--- config.mk ---
export PLATFORM = sky130hd
export DESIGN_NAME = ntt_masked_share_gen_flat
export DESIGN_NICKNAME = d
export VERILOG_FILES = /design/src/rtl/ntt_masked_share_gen_if.sv /design/src/rtl/ntt_masked_share_gen.sv /design/src/flat_wrapper.sv
export SDC_FILE = /design/constraint.sdc
export NUM_CORES = 1
export LEC_CHECK = 0
export BUFFER_PORTS_ARGS = -buffer_cell sky130_fd_sc_hd__buf_2
export CORE_MARGIN = 3
export CORE_UTILIZATION = 53
export CTS_BUF_LIST = sky130_fd_sc_hd__clkbuf_4 sky130_fd_sc_hd__clkbuf_8
export DETAILED_ROUTE_END_ITERATION = 7
export PLACE_DENSITY = 0.79
export SYNTH_ARGS = -nofsm -noshare
export SYNTH_HDL_FRONTEND = slang
export SYNTH_SLANG_ARGS = --single-unit
export TNS_END_PERCENT = 30
--- constraint.sdc ---
create_clock -name clk -period 6.64 [get_ports clk]
set_clock_uncertainty 0.05 [all_clocks]
set_input_delay 0.996 -clock clk [delete_from_list [all_inputs] [get_ports clk]]
set_output_delay 0.996 -clock clk [all_outputs]
set_load 0.005 [all_outputs]
--- src/rtl/ntt_masked_share_gen_if.sv ---
// Operand, share, result and output buses of ntt_masked_share_gen.
// master = producer/consumer/multiplier side, slave = the share generator.
interface ntt_masked_share_gen_if #(
  parameter int unsigned WIDTH   = 46,
  parameter int unsigned COEFF_W = 23
);
  logic                    in_valid;
  logic                    in_ready;
  logic [COEFF_W-1:0]      u_plain;
  logic [COEFF_W-1:0]      v_plain;
  logic [WIDTH-1:0]        rnd_u;
  logic [WIDTH-1:0]        rnd_v;
  logic [1:0][WIDTH-1:0]   u_share;
  logic [1:0][WIDTH-1:0]   v_share;
  logic                    share_valid;
  logic [1:0][WIDTH-1:0]   res_shares;
  logic                    out_valid;
  logic                    out_ready;
  logic [COEFF_W-1:0]      out_data;

  modport master (
    output in_valid, u_plain, v_plain, rnd_u, rnd_v, res_shares, out_ready,
    input  in_ready, u_share, v_share, share_valid, out_valid, out_data
  );

  modport slave (
    input  in_valid, u_plain, v_plain, rnd_u, rnd_v, res_shares, out_ready,
    output in_ready, u_share, v_share, share_valid, out_valid, out_data
  );
endinterface

--- src/rtl/ntt_masked_share_gen.sv ---
// Masks plain (u,v) pairs into arithmetic shares mod Q for the fixed-latency masked
// multiplier, tracks them through its pipe, recombines the product and buffers it.
module ntt_masked_share_gen #(
  parameter int unsigned WIDTH      = 46,
  parameter int unsigned COEFF_W    = 23,
  parameter int unsigned MULT_LAT   = 210,
  parameter int unsigned FIFO_DEPTH = 4
) (
  input logic                  clk,
  input logic                  reset,
  input logic                  zeroize,
  ntt_masked_share_gen_if.slave bus
);
  localparam int unsigned      SUM_W   = WIDTH + 1;
  localparam int unsigned      PTR_W   = $clog2(FIFO_DEPTH);
  localparam int unsigned      CNT_W   = $clog2(FIFO_DEPTH + 1);
  localparam logic [COEFF_W-1:0] Q     = COEFF_W'(8380417);
  localparam logic [CNT_W-1:0] DEPTH_C = CNT_W'(FIFO_DEPTH);

  logic clr;
  logic accept;
  logic pop;
  logic push;

  function automatic logic [COEFF_W-1:0] mod_red(input logic [COEFF_W-1:0] x);
    return (x >= Q) ? x - Q : x;
  endfunction

  // a - r mod Q, with a, r already reduced; one extra bit covers a + Q
  function automatic logic [WIDTH-1:0] mask_share0(input logic [COEFF_W-1:0] a,
                                                   input logic [COEFF_W-1:0] r);
    logic [COEFF_W:0] d;
    if (a >= r) d = {1'b0, a} - {1'b0, r};
    else        d = {1'b0, a} + {1'b0, Q} - {1'b0, r};
    return WIDTH'(d);
  endfunction

  assign clr = reset | zeroize;

  // Masking stage
  logic [COEFF_W-1:0]    u_a, v_a, u_r, v_r;
  logic [1:0][WIDTH-1:0] u_sh, v_sh;
  logic                  share_valid_q;

  always_comb begin
    u_a = mod_red(bus.u_plain);
    v_a = mod_red(bus.v_plain);
    u_r = mod_red(bus.rnd_u[COEFF_W-1:0]);
    v_r = mod_red(bus.rnd_v[COEFF_W-1:0]);
  end

  always_ff @(posedge clk) begin
    if (clr) begin
      u_sh          <= '0;
      v_sh          <= '0;
      share_valid_q <= 1'b0;
    end else begin
      share_valid_q <= accept;
      if (accept) begin
        u_sh[1] <= WIDTH'(u_r);
        u_sh[0] <= mask_share0(u_a, u_r);
        v_sh[1] <= WIDTH'(v_r);
        v_sh[0] <= mask_share0(v_a, v_r);
      end
    end
  end

  logic unused_rnd;
  assign unused_rnd = ^{bus.rnd_u[WIDTH-1:COEFF_W], bus.rnd_v[WIDTH-1:COEFF_W]};

  // Valid shadow of the multiplier pipe; its tail marks res_shares live
  logic [MULT_LAT-1:0] vpipe;

  always_ff @(posedge clk) begin
    if (clr) vpipe <= '0;
    else     vpipe <= {vpipe[MULT_LAT-2:0], share_valid_q};
  end

  // Recombine stage
  logic [SUM_W-1:0]   res_sum;
  logic [COEFF_W-1:0] prod;
  logic               rec_valid;
  logic [COEFF_W-1:0] rec_data;

  always_comb begin
    res_sum = {1'b0, bus.res_shares[0]} + {1'b0, bus.res_shares[1]};
    prod    = (res_sum >= SUM_W'(Q)) ? COEFF_W'(res_sum - SUM_W'(Q)) : COEFF_W'(res_sum);
  end

  always_ff @(posedge clk) begin
    if (clr) begin
      rec_valid <= 1'b0;
      rec_data  <= '0;
    end else begin
      rec_valid <= vpipe[MULT_LAT-1];
      if (vpipe[MULT_LAT-1]) rec_data <= prod;
    end
  end

  // Output FIFO with a registered head so out_data comes straight from a flop
  logic [COEFF_W-1:0] mem [FIFO_DEPTH];
  logic [PTR_W-1:0]   rd_ptr, wr_ptr, rd_next;
  logic [CNT_W-1:0]   fifo_cnt, fifo_cnt_next;
  logic [COEFF_W-1:0] head_q, head_next;
  logic               out_valid_q;

  assign push = rec_valid;
  assign pop  = out_valid_q & bus.out_ready;

  always_comb begin
    rd_next       = rd_ptr + PTR_W'(pop);
    fifo_cnt_next = fifo_cnt + CNT_W'(push) - CNT_W'(pop);
    head_next     = (push && (rd_next == wr_ptr)) ? rec_data : mem[rd_next];
  end

  always_ff @(posedge clk) begin
    if (clr) begin
      mem         <= '{default: '0};
      rd_ptr      <= '0;
      wr_ptr      <= '0;
      fifo_cnt    <= '0;
      head_q      <= '0;
      out_valid_q <= 1'b0;
    end else begin
      if (push) begin
        mem[wr_ptr] <= rec_data;
        wr_ptr      <= wr_ptr + PTR_W'(1);
      end
      rd_ptr      <= rd_next;
      fifo_cnt    <= fifo_cnt_next;
      head_q      <= head_next;
      out_valid_q <= (fifo_cnt_next != '0);
    end
  end

  // Credits: ops in flight plus FIFO entries, so a push never finds the FIFO full
  logic [CNT_W-1:0] cnt;

  assign accept = bus.in_valid & bus.in_ready;

  always_ff @(posedge clk) begin
    if (clr)                 cnt <= '0;
    else if (accept && !pop) cnt <= cnt + CNT_W'(1);
    else if (pop && !accept) cnt <= cnt - CNT_W'(1);
  end

  assign bus.in_ready    = (cnt < DEPTH_C) && !clr;
  assign bus.u_share     = u_sh;
  assign bus.v_share     = v_sh;
  assign bus.share_valid = share_valid_q;
  assign bus.out_valid   = out_valid_q;
  assign bus.out_data    = head_q;

  a_no_push_full: assert property (@(posedge clk) disable iff (clr)
                                   !(push && (fifo_cnt == DEPTH_C)));
  a_no_pop_empty: assert property (@(posedge clk) disable iff (clr)
                                   !(pop && (fifo_cnt == '0)));
  a_cnt_bound:    assert property (@(posedge clk) disable iff (clr)
                                   cnt <= DEPTH_C);
endmodule

--- src/flat_wrapper.sv ---
// flat-port wrapper written by rule: the top's interface ports become plain ports
module ntt_masked_share_gen_flat 
#(
  parameter int unsigned WIDTH      = 46,
  parameter int unsigned COEFF_W    = 23,
  parameter int unsigned MULT_LAT   = 210,
  parameter int unsigned FIFO_DEPTH = 4
)
  (clk, reset, zeroize, bus_in_valid, bus_u_plain, bus_v_plain, bus_rnd_u, bus_rnd_v, bus_res_shares, bus_out_ready, bus_in_ready, bus_u_share, bus_v_share, bus_share_valid, bus_out_valid, bus_out_data);
  ntt_masked_share_gen_if #(.WIDTH(WIDTH), .COEFF_W(COEFF_W)) bus_i ();
  input logic clk;
  input logic reset;
  input logic zeroize;
  input wire logic [$bits(bus_i.in_valid)-1:0] bus_in_valid;
  input wire logic [$bits(bus_i.u_plain)-1:0] bus_u_plain;
  input wire logic [$bits(bus_i.v_plain)-1:0] bus_v_plain;
  input wire logic [$bits(bus_i.rnd_u)-1:0] bus_rnd_u;
  input wire logic [$bits(bus_i.rnd_v)-1:0] bus_rnd_v;
  input wire logic [$bits(bus_i.res_shares)-1:0] bus_res_shares;
  input wire logic [$bits(bus_i.out_ready)-1:0] bus_out_ready;
  output wire logic [$bits(bus_i.in_ready)-1:0] bus_in_ready;
  output wire logic [$bits(bus_i.u_share)-1:0] bus_u_share;
  output wire logic [$bits(bus_i.v_share)-1:0] bus_v_share;
  output wire logic [$bits(bus_i.share_valid)-1:0] bus_share_valid;
  output wire logic [$bits(bus_i.out_valid)-1:0] bus_out_valid;
  output wire logic [$bits(bus_i.out_data)-1:0] bus_out_data;
  assign bus_i.in_valid = bus_in_valid;
  assign bus_i.u_plain = bus_u_plain;
  assign bus_i.v_plain = bus_v_plain;
  assign bus_i.rnd_u = bus_rnd_u;
  assign bus_i.rnd_v = bus_rnd_v;
  assign bus_i.res_shares = bus_res_shares;
  assign bus_i.out_ready = bus_out_ready;
  assign bus_in_ready = bus_i.in_ready;
  assign bus_u_share = bus_i.u_share;
  assign bus_v_share = bus_i.v_share;
  assign bus_share_valid = bus_i.share_valid;
  assign bus_out_valid = bus_i.out_valid;
  assign bus_out_data = bus_i.out_data;
  ntt_masked_share_gen #(.WIDTH(WIDTH), .COEFF_W(COEFF_W), .MULT_LAT(MULT_LAT), .FIFO_DEPTH(FIFO_DEPTH)) u_core (.clk(clk), .reset(reset), .zeroize(zeroize), .bus(bus_i));
endmodule
==> results of run 1 <==
==> critical path: cells and delay by family <==
| kind | cells | cell delay [ns] |
|---|---|---|
| xor gates and xnor gates | 1 | 0.13 |
| adders and majority gates | 2 | 0.62 |
| and+or+nand+nor | 9 | 2.28 |
| buffers and inverters | 3 | 0.46 |
| AOI/OAI and AO/OA | 11 | 2.11 |
==> worst paths after layout <==
kind	endpoint	slack (ns)	cells after the start
worst max register to register	u_core.cnt[2]	3.65	9
worst min-delay path	u_core.vpipe[128]	0.36	1
worst max-delay path	u_core.bus.v_share[23]	0.53	26
worst min register to register	u_core.vpipe[128]	0.36	1
==> state kept, by name, summed over array words and instances (netlist names), 2 cells and up <==
signal               cells
u_core.fifo_cnt          3
u_core.rd_ptr            2
u_core.cnt               3
u_core.bus.out_data     23
u_core.bus.u_share      47
u_core.bus.v_share      47
u_core.mem              92
u_core.rec_data         23
u_core.vpipe           210
u_core.wr_ptr            2
==> layout make-up <==
| type | instances | area [sq um] | area share [%] |
|---|---|---|---|
| antenna | 1 | 2.50 | 0.00869 |
| clock buffer | 109 | 1390 | 4.82 |
| clock inverter | 26 | 253 | 0.877 |
| inverter | 149 | 559 | 1.94 |
| multi-input combinational | 2220 | 14700 | 51.0 |
| sequential | 455 | 9110 | 31.6 |
| tap | 607 | 759 | 2.64 |
| timing repair buffer | 372 | 2030 | 7.06 |
==> power groups by stage <==
stage	Sequential (mW)	Clock, mW	Combinational [mW]
global route	2.78	2.82	1.41
global placement	2.84	0	1.24
CTS	2.78	2.69	1.26
detailed placement	2.84	0	1.25
finish	2.78	2.63	1.27
floorplan	2.84	0	0.916
==> metal layers <==
| layer | share of wire, % | track usage [%] | up-vias |
|---|---|---|---|
| li1 | - | - | 10600 |
| met1 | 43 | 32.2 | 9865 |
| met2 | 46 | 39.4 | 748 |
| met3 | 7.7 | 5.43 | 129 |
| met4 | 3.1 | 9.00 | 2 |
| met5 | 0.011 | 0 | - |
==> cell families (layout without fill, tap and decap cells) <==
kind of cell             after synthesis  in the layout  synth area share (%)
AO/OA/AOI/OAI                        597            597                  14.5
XOR/XNOR                             168            168                  5.83
adder cells (fa/ha/maj)              207            207                  11.1
buffers and inverters                378            656                  7.12
flip-flops                           455            455                  36.1
multiplexers                          61             61                  3.57
other                                  1             91                0.0148
AND/OR/NAND/NOR                     1097           1097                  21.8
==> placed cells by master (no fill, tap or decap), types with 63 or more instances in the layout <==
cell type / instances
a21oi_1: 202
and2_1: 245
buf_2: 308
buf_4: 63
clkbuf_8: 91
conb_1: 90
dfxtp_1: 455
ha_1: 178
inv_1: 148
nand2_1: 344
nand3_1: 119
nor2_1: 151
nor3_1: 72
o21ai_0: 163
xnor2_1: 105
==> run summary, run 1 <==
Final Cycle Share - 92.1%
Max transition margin - 29.6%
Slew @ Worst Pin - 1.06 ns
# rows - 79
vias in the first global route - 20200
Post-DP Area - 0.0272 sq mm
Placement Setup Slack - -0.0428 ns
max-slew violation count - 0
Area Growth Syn to Fin - 14.1%
hold slack - 0.360 ns
Synth area leaders - dfxtp_1 (36%), ha_1 (8.8%), and2_1 (6.1%), nand2_1 (5.1%), a21oi_1 (4.0%)
Worst Hold Class - flop to flop
CTS sink count - 455
Yosys top cell area share - 36.1%
sw frac - 28.9%
WS Path Type - input pin to flop
Int Pwr - 4.76 mW
DIE AREA - 0.0503 sq mm
max-cap viol count - 0
outcome - finished, final reports clean
Die Wd - 224 microns
global-route wire length before repair - 101000 microns
die height - 224 microns
Critical Path End Type - flop
EDFF count, synth - 0
Initial Util - 53.9%
Fill cells - 4118
Num CTS Buffers - 75
setup TNS - 0 ns
area of the core - 0.0469 sq mm
fmax - 0.164 GHz
PostCTS Resize Cnt - 0
Hold Violations, Final - 0
Max FO, Critical Path - 9
initial antenna violation count - 2
post-layout util - 61.5%
Post-DRT Antenna Nets - 0
DRC - 0
Leakage - 12.8 nW
fin cells - 3939
total number of vias - 21300
Tot Pwr - 6.69 mW
Worst Slack Setup Final - 0.528 ns
total gr overflow - 0
gpl congestion - 0.950
GR Util All Layers - 24.4%
Inst Count DP - 3803
largest net degree at the start of global routing - 127
sequential area share after synthesis - 36.1%
Yosys top cell by area - dfxtp_1
share of synthesized flip-flops with an asynchronous set or reset - 0%
P_sw - 1.93 mW
Critical Path Source - bus_rnd_v[4]
CTS root buf - clkbuf_8
CTS tree - done
Critical Path Max Stage Delay - 0.54 ns
IO buf count - 308
WL final - 63500 microns
top_reg_cell synth - dfxtp_1
pwr dens - 232 mW/mm^2
Longest Clk Path Bufs - 3
Via-to-Cell Ratio - 5.42
RSZ-0062 raised after global routing - no
Clock Latency Late Sink - 0.64 ns
Seq pwr share - 41.6%
Post-CTS Setup Repair Bufs - 0
drt first-iter violations - 1528
Clock H-tree levels - 3
Synth Warn # - 0
commonest cells in the netlist - dfxtp_1 (455), nand2_1 (345), and2_1 (245)
clock power share - 39.4%
count leader, synth - dfxtp_1
Routed WL per cell - 16.1 microns
CTS Hold Bufs - 0
post-synthesis register bit count - 455
clk slew on worst S/H paths - 0.06 ns
maximum VDD drop - 162 uV
design area - 0.0288 sq mm
Syn Inst Count - 2964
fin nets - 3715
Startpoint Class - input pin
mapped cell area - 0.0253 sq mm
min-delay src - u_core.vpipe[127]
Data arrival, critical path - 6.61 ns
worst reg2reg startpoint - u_core.cnt[2]
layout cells sized above 1 - 17.1%
DPL Wire Length - 46400 microns
Final min period - 6.11 ns
Setup Viol. Count Final - 0
Crit path required time - 7.14 ns
Yosys cell types - 86
IO Pins - 445
Synth Area per Inst - 8.52 sq um
part of the power in combinational logic - 19.0%
crit path max-delay cell type - or4_1
DR pass1 iterations - 6
Note: power is estimated with default switching activity, not from simulation.
==> inputs of run 2 (changes only) <==
--- a/config.mk
+++ b/config.mk
@@ -7,10 +7,11 @@
 export LEC_CHECK = 0
 export BUFFER_PORTS_ARGS = -buffer_cell sky130_fd_sc_hd__buf_2
 export CORE_MARGIN = 3
-export CORE_UTILIZATION = 53
+export CORE_UTILIZATION = 58
 export CTS_BUF_LIST = sky130_fd_sc_hd__clkbuf_4 sky130_fd_sc_hd__clkbuf_8
 export DETAILED_ROUTE_END_ITERATION = 7
-export PLACE_DENSITY = 0.79
+export PLACE_DENSITY = 0.82
+export REMOVE_ABC_BUFFERS = 1
 export SYNTH_ARGS = -nofsm -noshare
 export SYNTH_HDL_FRONTEND = slang
 export SYNTH_SLANG_ARGS = --single-unit
==> constraint.sdc (replaced) <==
create_clock -name clk -period 6.4 [get_ports clk]
set_clock_uncertainty 0.05 [all_clocks]
set_input_delay 0.96 -clock clk [delete_from_list [all_inputs] [get_ports clk]]
set_output_delay 0.96 -clock clk [all_outputs]
set_load 0.005 [all_outputs]
==> run 2 against run 1 <==
Effect of this change:
- power up 3.1%
- sequential share of layout area down 0.17 points
- hold slack better by 0.0073 ns
- utilization up 6.6 points
- critical endpoint is now u_core.bus.u_share[18]
- die area down 8.4%
==> run summary, run 2 (synthesis gave the netlist of run 1 again) <==
Routed WL per cell - 17.4 microns
worst reg2reg path depth - 9
WL final - 68400 microns
outcome - finished, final reports clean
vias in the first global route - 21500
GR Util All Layers - 28.4%
Cells on Worst Hold Path - 1
RSZ-0062 raised after global routing - no
Num CTS Buffers - 73
# rows - 75
commonest cells after routing, fill and taps aside - dfxtp_1 (455), nand2_1 (344), buf_2 (308)
capturing point of the worst reg2reg path - u_core.cnt[2]
pwr dens - 238 mW/mm^2
Met1 Wirelength - 28100 microns
DPL Wire Length - 51200 microns
Crit path required time - 6.84 ns
max-cap viol count - 0
layout cells sized above 1 - 17.6%
max-slew violation count - 0
global-route wire length before repair - 108000 microns
Area Growth Syn to Fin - 14.7%
drt first-iter violations - 1432
Clock H-tree levels - 3
met3 WL post-DR - 5160 microns
Startpoint Class - input pin
Placement Setup Slack - -0.0828 ns
CTS root buf - clkbuf_8
die height - 215 microns
CP top delay family - compound AO/OA/AOI/OAI gates
Worst Slack Setup Final - 0.486 ns
min-delay src - u_core.vpipe[141]
register-to-register setup slack - 3.10 ns
Critical Path End Type - flop
Min-Delay Endpoint - u_core.vpipe[142]
FF+latch area - 0.00911 sq mm
Worst Hold Class - flop to flop
total gr overflow - 0
commonest non-fill, non-tap cell in the layout - dfxtp_1
fmax - 0.169 GHz
WS Path Type - input pin to flop
Inst Count DP - 3805
Initial Util - 59.4%
number of buffers and inverters on the critical path - 3
gpl congestion - 1.00
Max transition margin - 24.8%
Leakage - 12.8 nW
Crit path top cell by count - o21ai_0
DR pass1 iterations - 6
Fill cells - 3432
Multi-input gate area - 0.0147 sq mm
Max Used Layer - met5
Final min period - 5.91 ns
Largest regs - u_core.vpipe (210), u_core.mem (92)
IO Pins - 445
area of the core - 0.0425 sq mm
Via-to-Cell Ratio - 5.58
clk slew on worst S/H paths - 0.06 ns
setup TNS - 0 ns
largest reg by FF count - u_core.vpipe
CTS sink count - 455
worst reg2reg startpoint - u_core.cnt[2]
Hold Violations, Final - 0
DRC - 0
met2 WL post-DR - 32800 microns
Clock Latency Late Sink - 0.63 ns
DIE AREA - 0.0461 sq mm
IO buf count - 308
Largest register FFs - 210
Max FO, Critical Path - 23
total number of vias - 21900
fin nets - 3745
Post-DRT Antenna Nets - 0
Die Wd - 215 microns
initial antenna violation count - 8
Longest Clk Path Bufs - 3
Critical Path Max Stage Delay - 0.55 ns
Final Cycle Share - 92.4%
Post-CTS Setup Repair Bufs - 0
Data arrival, critical path - 6.35 ns
Slew @ Worst Pin - 1.13 ns
crit path max-delay cell type - xnor2_1
Setup Viol. Count Final - 0
largest net degree at the start of global routing - 261
CTS tree - done
fin cells - 3931
maximum VDD drop - 201 uV
run 2: stage by stage:
step	cell area (sq um)	hold slack [ns]	utilization (%)	power, mW
after floorplan	24300	0.356	-	3.84
after global placement	27400	0.357	64.4	4.25
after detailed placement	27400	0.361	64.4	4.28
after CTS	28900	0.374	68.1	6.93
after global routing	29000	0.371	68.1	7.21
final	29000	0.368	68.1	6.89
run 2: cell type report:
class	instances	share of cell area, %
multi-input combinational	2220	50.9
sequential	455	31.4
timing repair buffer	404	7.90
clock buffer	105	4.62
tap	577	2.49
inverter	149	1.93
clock inverter	17	0.717
antenna	4	0.0346
run 2: what timing repair did:
item | CTS | global route
endpoints found under the hold margin | 0 | 0
setup endpoints to repair | 0 | 5
gates resized for setup | 0 | 2
hold buffers | 0 | 0
run 2: layer usage:
layer	up-vias	global-route usage (%)
met3	166	6.63
met2	833	49.0
met5	-	0
met1	10300	34.7
met4	4	10.1
li1	10700	-
run 2: worst max-delay path by stage:
stage	startpoint	to	slack (ns)	cells after the start
after floorplan	reset	u_core.rec_data[13]	-3.60	4
after global placement	bus_rnd_u[3]	u_core.bus.u_share[8]	-0.008	28
after detailed placement	bus_rnd_u[3]	u_core.bus.u_share[18]	-0.08	24
after CTS	bus_rnd_u[3]	u_core.bus.u_share[18]	0.56	26
after global routing	bus_u_plain[2]	u_core.bus.u_share[18]	0.09	27
final	bus_rnd_u[3]	u_core.bus.u_share[18]	0.49	26
run 2: report_power, final:
group	internal, mW	total [mW]	switching [mW]	leakage (nW)
registers	2.87	2.89	0.0218	3.67
logic	0.552	1.37	0.814	8.37
clock network	1.48	2.64	1.16	0.807
total	4.90	6.89	2.00	12.8
==> inputs of run 3 (changes only) <==
--- a/config.mk
+++ b/config.mk
@@ -10,7 +10,7 @@
 export CORE_UTILIZATION = 58
 export CTS_BUF_LIST = sky130_fd_sc_hd__clkbuf_4 sky130_fd_sc_hd__clkbuf_8
 export DETAILED_ROUTE_END_ITERATION = 7
-export PLACE_DENSITY = 0.82
+export PLACE_DENSITY = 0.8
 export REMOVE_ABC_BUFFERS = 1
 export SYNTH_ARGS = -nofsm -noshare
 export SYNTH_HDL_FRONTEND = slang
==> run 3 against run 2 <==
Effect of this change:
- die area did not move
- cell area barely moved
- clock power rose by 4%
- flip-flop and latch count did not move
- wire length rose by 1.4%
- critical path type unchanged
- power rose by 1.7%
==> run summary, run 3 (synthesis gave the netlist of run 1 again) <==
Seq pwr share - 41.2%
pwr dens - 242 mW/mm^2
Setup Viol. Count Final - 0
Leakage - 12.9 nW
clk slew on worst S/H paths - 0.06 ns
Data arrival, critical path - 6.52 ns
design area - 0.0290 sq mm
global-route wire length before repair - 112000 microns
CTS tree - done
fmax - 0.165 GHz
largest net degree at the start of global routing - 247
RSZ-0062 raised after global routing - no
Routed WL per cell - 17.7 microns
WS Path Type - input pin to flop
Final min period - 6.07 ns
layout cells sized above 1 - 17.6%
# rows - 75
P_sw - 2.02 mW
IO Pins - 445
Startpoint Class - input pin
DIE AREA - 0.0461 sq mm
DRC - 0
outcome - finished, final reports clean
Cells on Worst Hold Path - 1
total number of vias - 22100
Hold Violations, Final - 0
Worst Slack Setup Final - 0.327 ns
worst reg2reg startpoint - u_core.bus.out_valid
CTS root buf - clkbuf_8
clock power share - 39.3%
register-to-register setup slack - 2.99 ns
commonest non-fill, non-tap cell in the layout - dfxtp_1
setup TNS - 0 ns
area of the core - 0.0425 sq mm
Post-DRT Antenna Nets - 0
fin nets - 3740
sw frac - 28.8%
IO buf count - 308
DR pass1 iterations - 5
Post-DP Area - 0.0274 sq mm
Longest Clk Path Bufs - 3
total gr overflow - 0
Die Wd - 215 microns
Num CTS Buffers - 74
commonest cells after routing, fill and taps aside - dfxtp_1 (455), nand2_1 (344), buf_2 (308)
Max FO, Critical Path - 18
Largest register FFs - 210
Int Pwr - 4.99 mW
worst reg2reg path depth - 9
die height - 215 microns
Initial Util - 59.4%
max-cap viol count - 0
capturing point of the worst reg2reg path - u_core.bus.out_data[20]
Final Cycle Share - 94.9%
vias in the first global route - 22300
CTS Hold Bufs - 0
initial antenna violation count - 5
maximum VDD drop - 180 uV
drt first-iter violations - 1505
Min-Delay Endpoint - u_core.vpipe[190]
part of the power in combinational logic - 19.5%
Via-to-Cell Ratio - 5.62
Crit path required time - 6.85 ns
Placement Setup Slack - -0.347 ns
Clock Latency Late Sink - 0.66 ns
Slew @ Worst Pin - 1.14 ns
hold slack - 0.343 ns
max-slew violation count - 0
Clock H-tree levels - 3
gpl congestion - 0.992
Largest regs - u_core.vpipe (210), u_core.mem (92)
GR Util All Layers - 29.2%
DPL Wire Length - 51200 microns
Area Growth Syn to Fin - 14.8%
Max transition margin - 24.1%
min-delay src - u_core.vpipe[189]
largest reg by FF count - u_core.vpipe
Critical Path End Type - flop
Worst Hold Class - flop to flop
WL final - 69400 microns
CTS sink count - 455
[run 3: worst max-delay path by stage]
stage | start | slack (ns) | endpoint | depth (start not counted)
after detailed placement | bus_rnd_v[4] | -0.35 | u_core.bus.v_share[9] | 24
after global routing | bus_u_plain[7] | 0.09 | u_core.bus.u_share[9] | 27
after CTS | bus_rnd_v[4] | 0.34 | u_core.bus.v_share[9] | 24
after global placement | bus_rnd_u[3] | -0.07 | u_core.bus.u_share[9] | 28
final | bus_rnd_v[4] | 0.33 | u_core.bus.v_share[9] | 24
after floorplan | reset | -3.60 | u_core.rec_data[13] | 4
[run 3: what timing repair did]
action / in CTS / in global routing
buffers inserted: 0 / 0
endpoints found under the setup margin: 0 / 3
resized for setup: 0 / 2
hold endpoints to repair: 0 / 0
[run 3: area by class of cell]
| cell class | count | area, sq um |
|---|---|---|
| inverter | 149 | 559 |
| sequential | 455 | 9110 |
| clock inverter | 23 | 280 |
| antenna | 1 | 2.50 |
| clock buffer | 107 | 1350 |
| multi-input combinational | 2220 | 14700 |
| fill | 3430 | 13500 |
| tap | 577 | 722 |
| timing repair buffer | 398 | 2240 |
[run 3: critical path, cell delays in order]
cell and delay (ns):
buf_2 0.13, or3_1 0.38, or2_2 0.30, nor2_1 0.17, and2_1 0.16, o21ai_1 0.12
or4_1 0.45, or3_1 0.34, nor4_1 0.27, xnor2_1 0.24, fa_1 0.47, a31oi_1 0.23
o21ai_0 0.13, a21oi_1 0.18, o221ai_1 0.19, a21oi_1 0.18, o21bai_1 0.10, a221o_1 0.33
o2111a_1 0.25, nor2_1 0.14, o21ai_2 0.22, buf_12 0.23, a211oi_1 0.25, nor3_1 0.08
[run 3: metrics by stage]
stage | std cells | power, mW | utilization, %
after global routing | 3929 | 7.33 | 68.2
after global placement | 3799 | 4.25 | 64.3
after CTS | 3929 | 7.04 | 68.2
final | 3930 | 7.01 | 68.2
after detailed placement | 3799 | 4.28 | 64.3
after floorplan | 2824 | 3.84 | -
[run 3: power by group through the flow]
stage | clock [mW] | combinational [mW] | sequential [mW]
floorplan | 0 | 0.892 | 2.95
global placement | 0 | 1.30 | 2.95
detailed placement | 0 | 1.34 | 2.95
CTS | 2.81 | 1.35 | 2.89
global route | 2.93 | 1.51 | 2.89
finish | 2.75 | 1.37 | 2.89
[run 3: routing by layer]
layer	up-vias	global-route usage, %	share of wire [%]
met5	-	0	0.049
met4	6	12.1	3.7
met3	192	7.48	7.4
met2	822	50.1	48
met1	10400	34.8	41
li1	10700	-	-
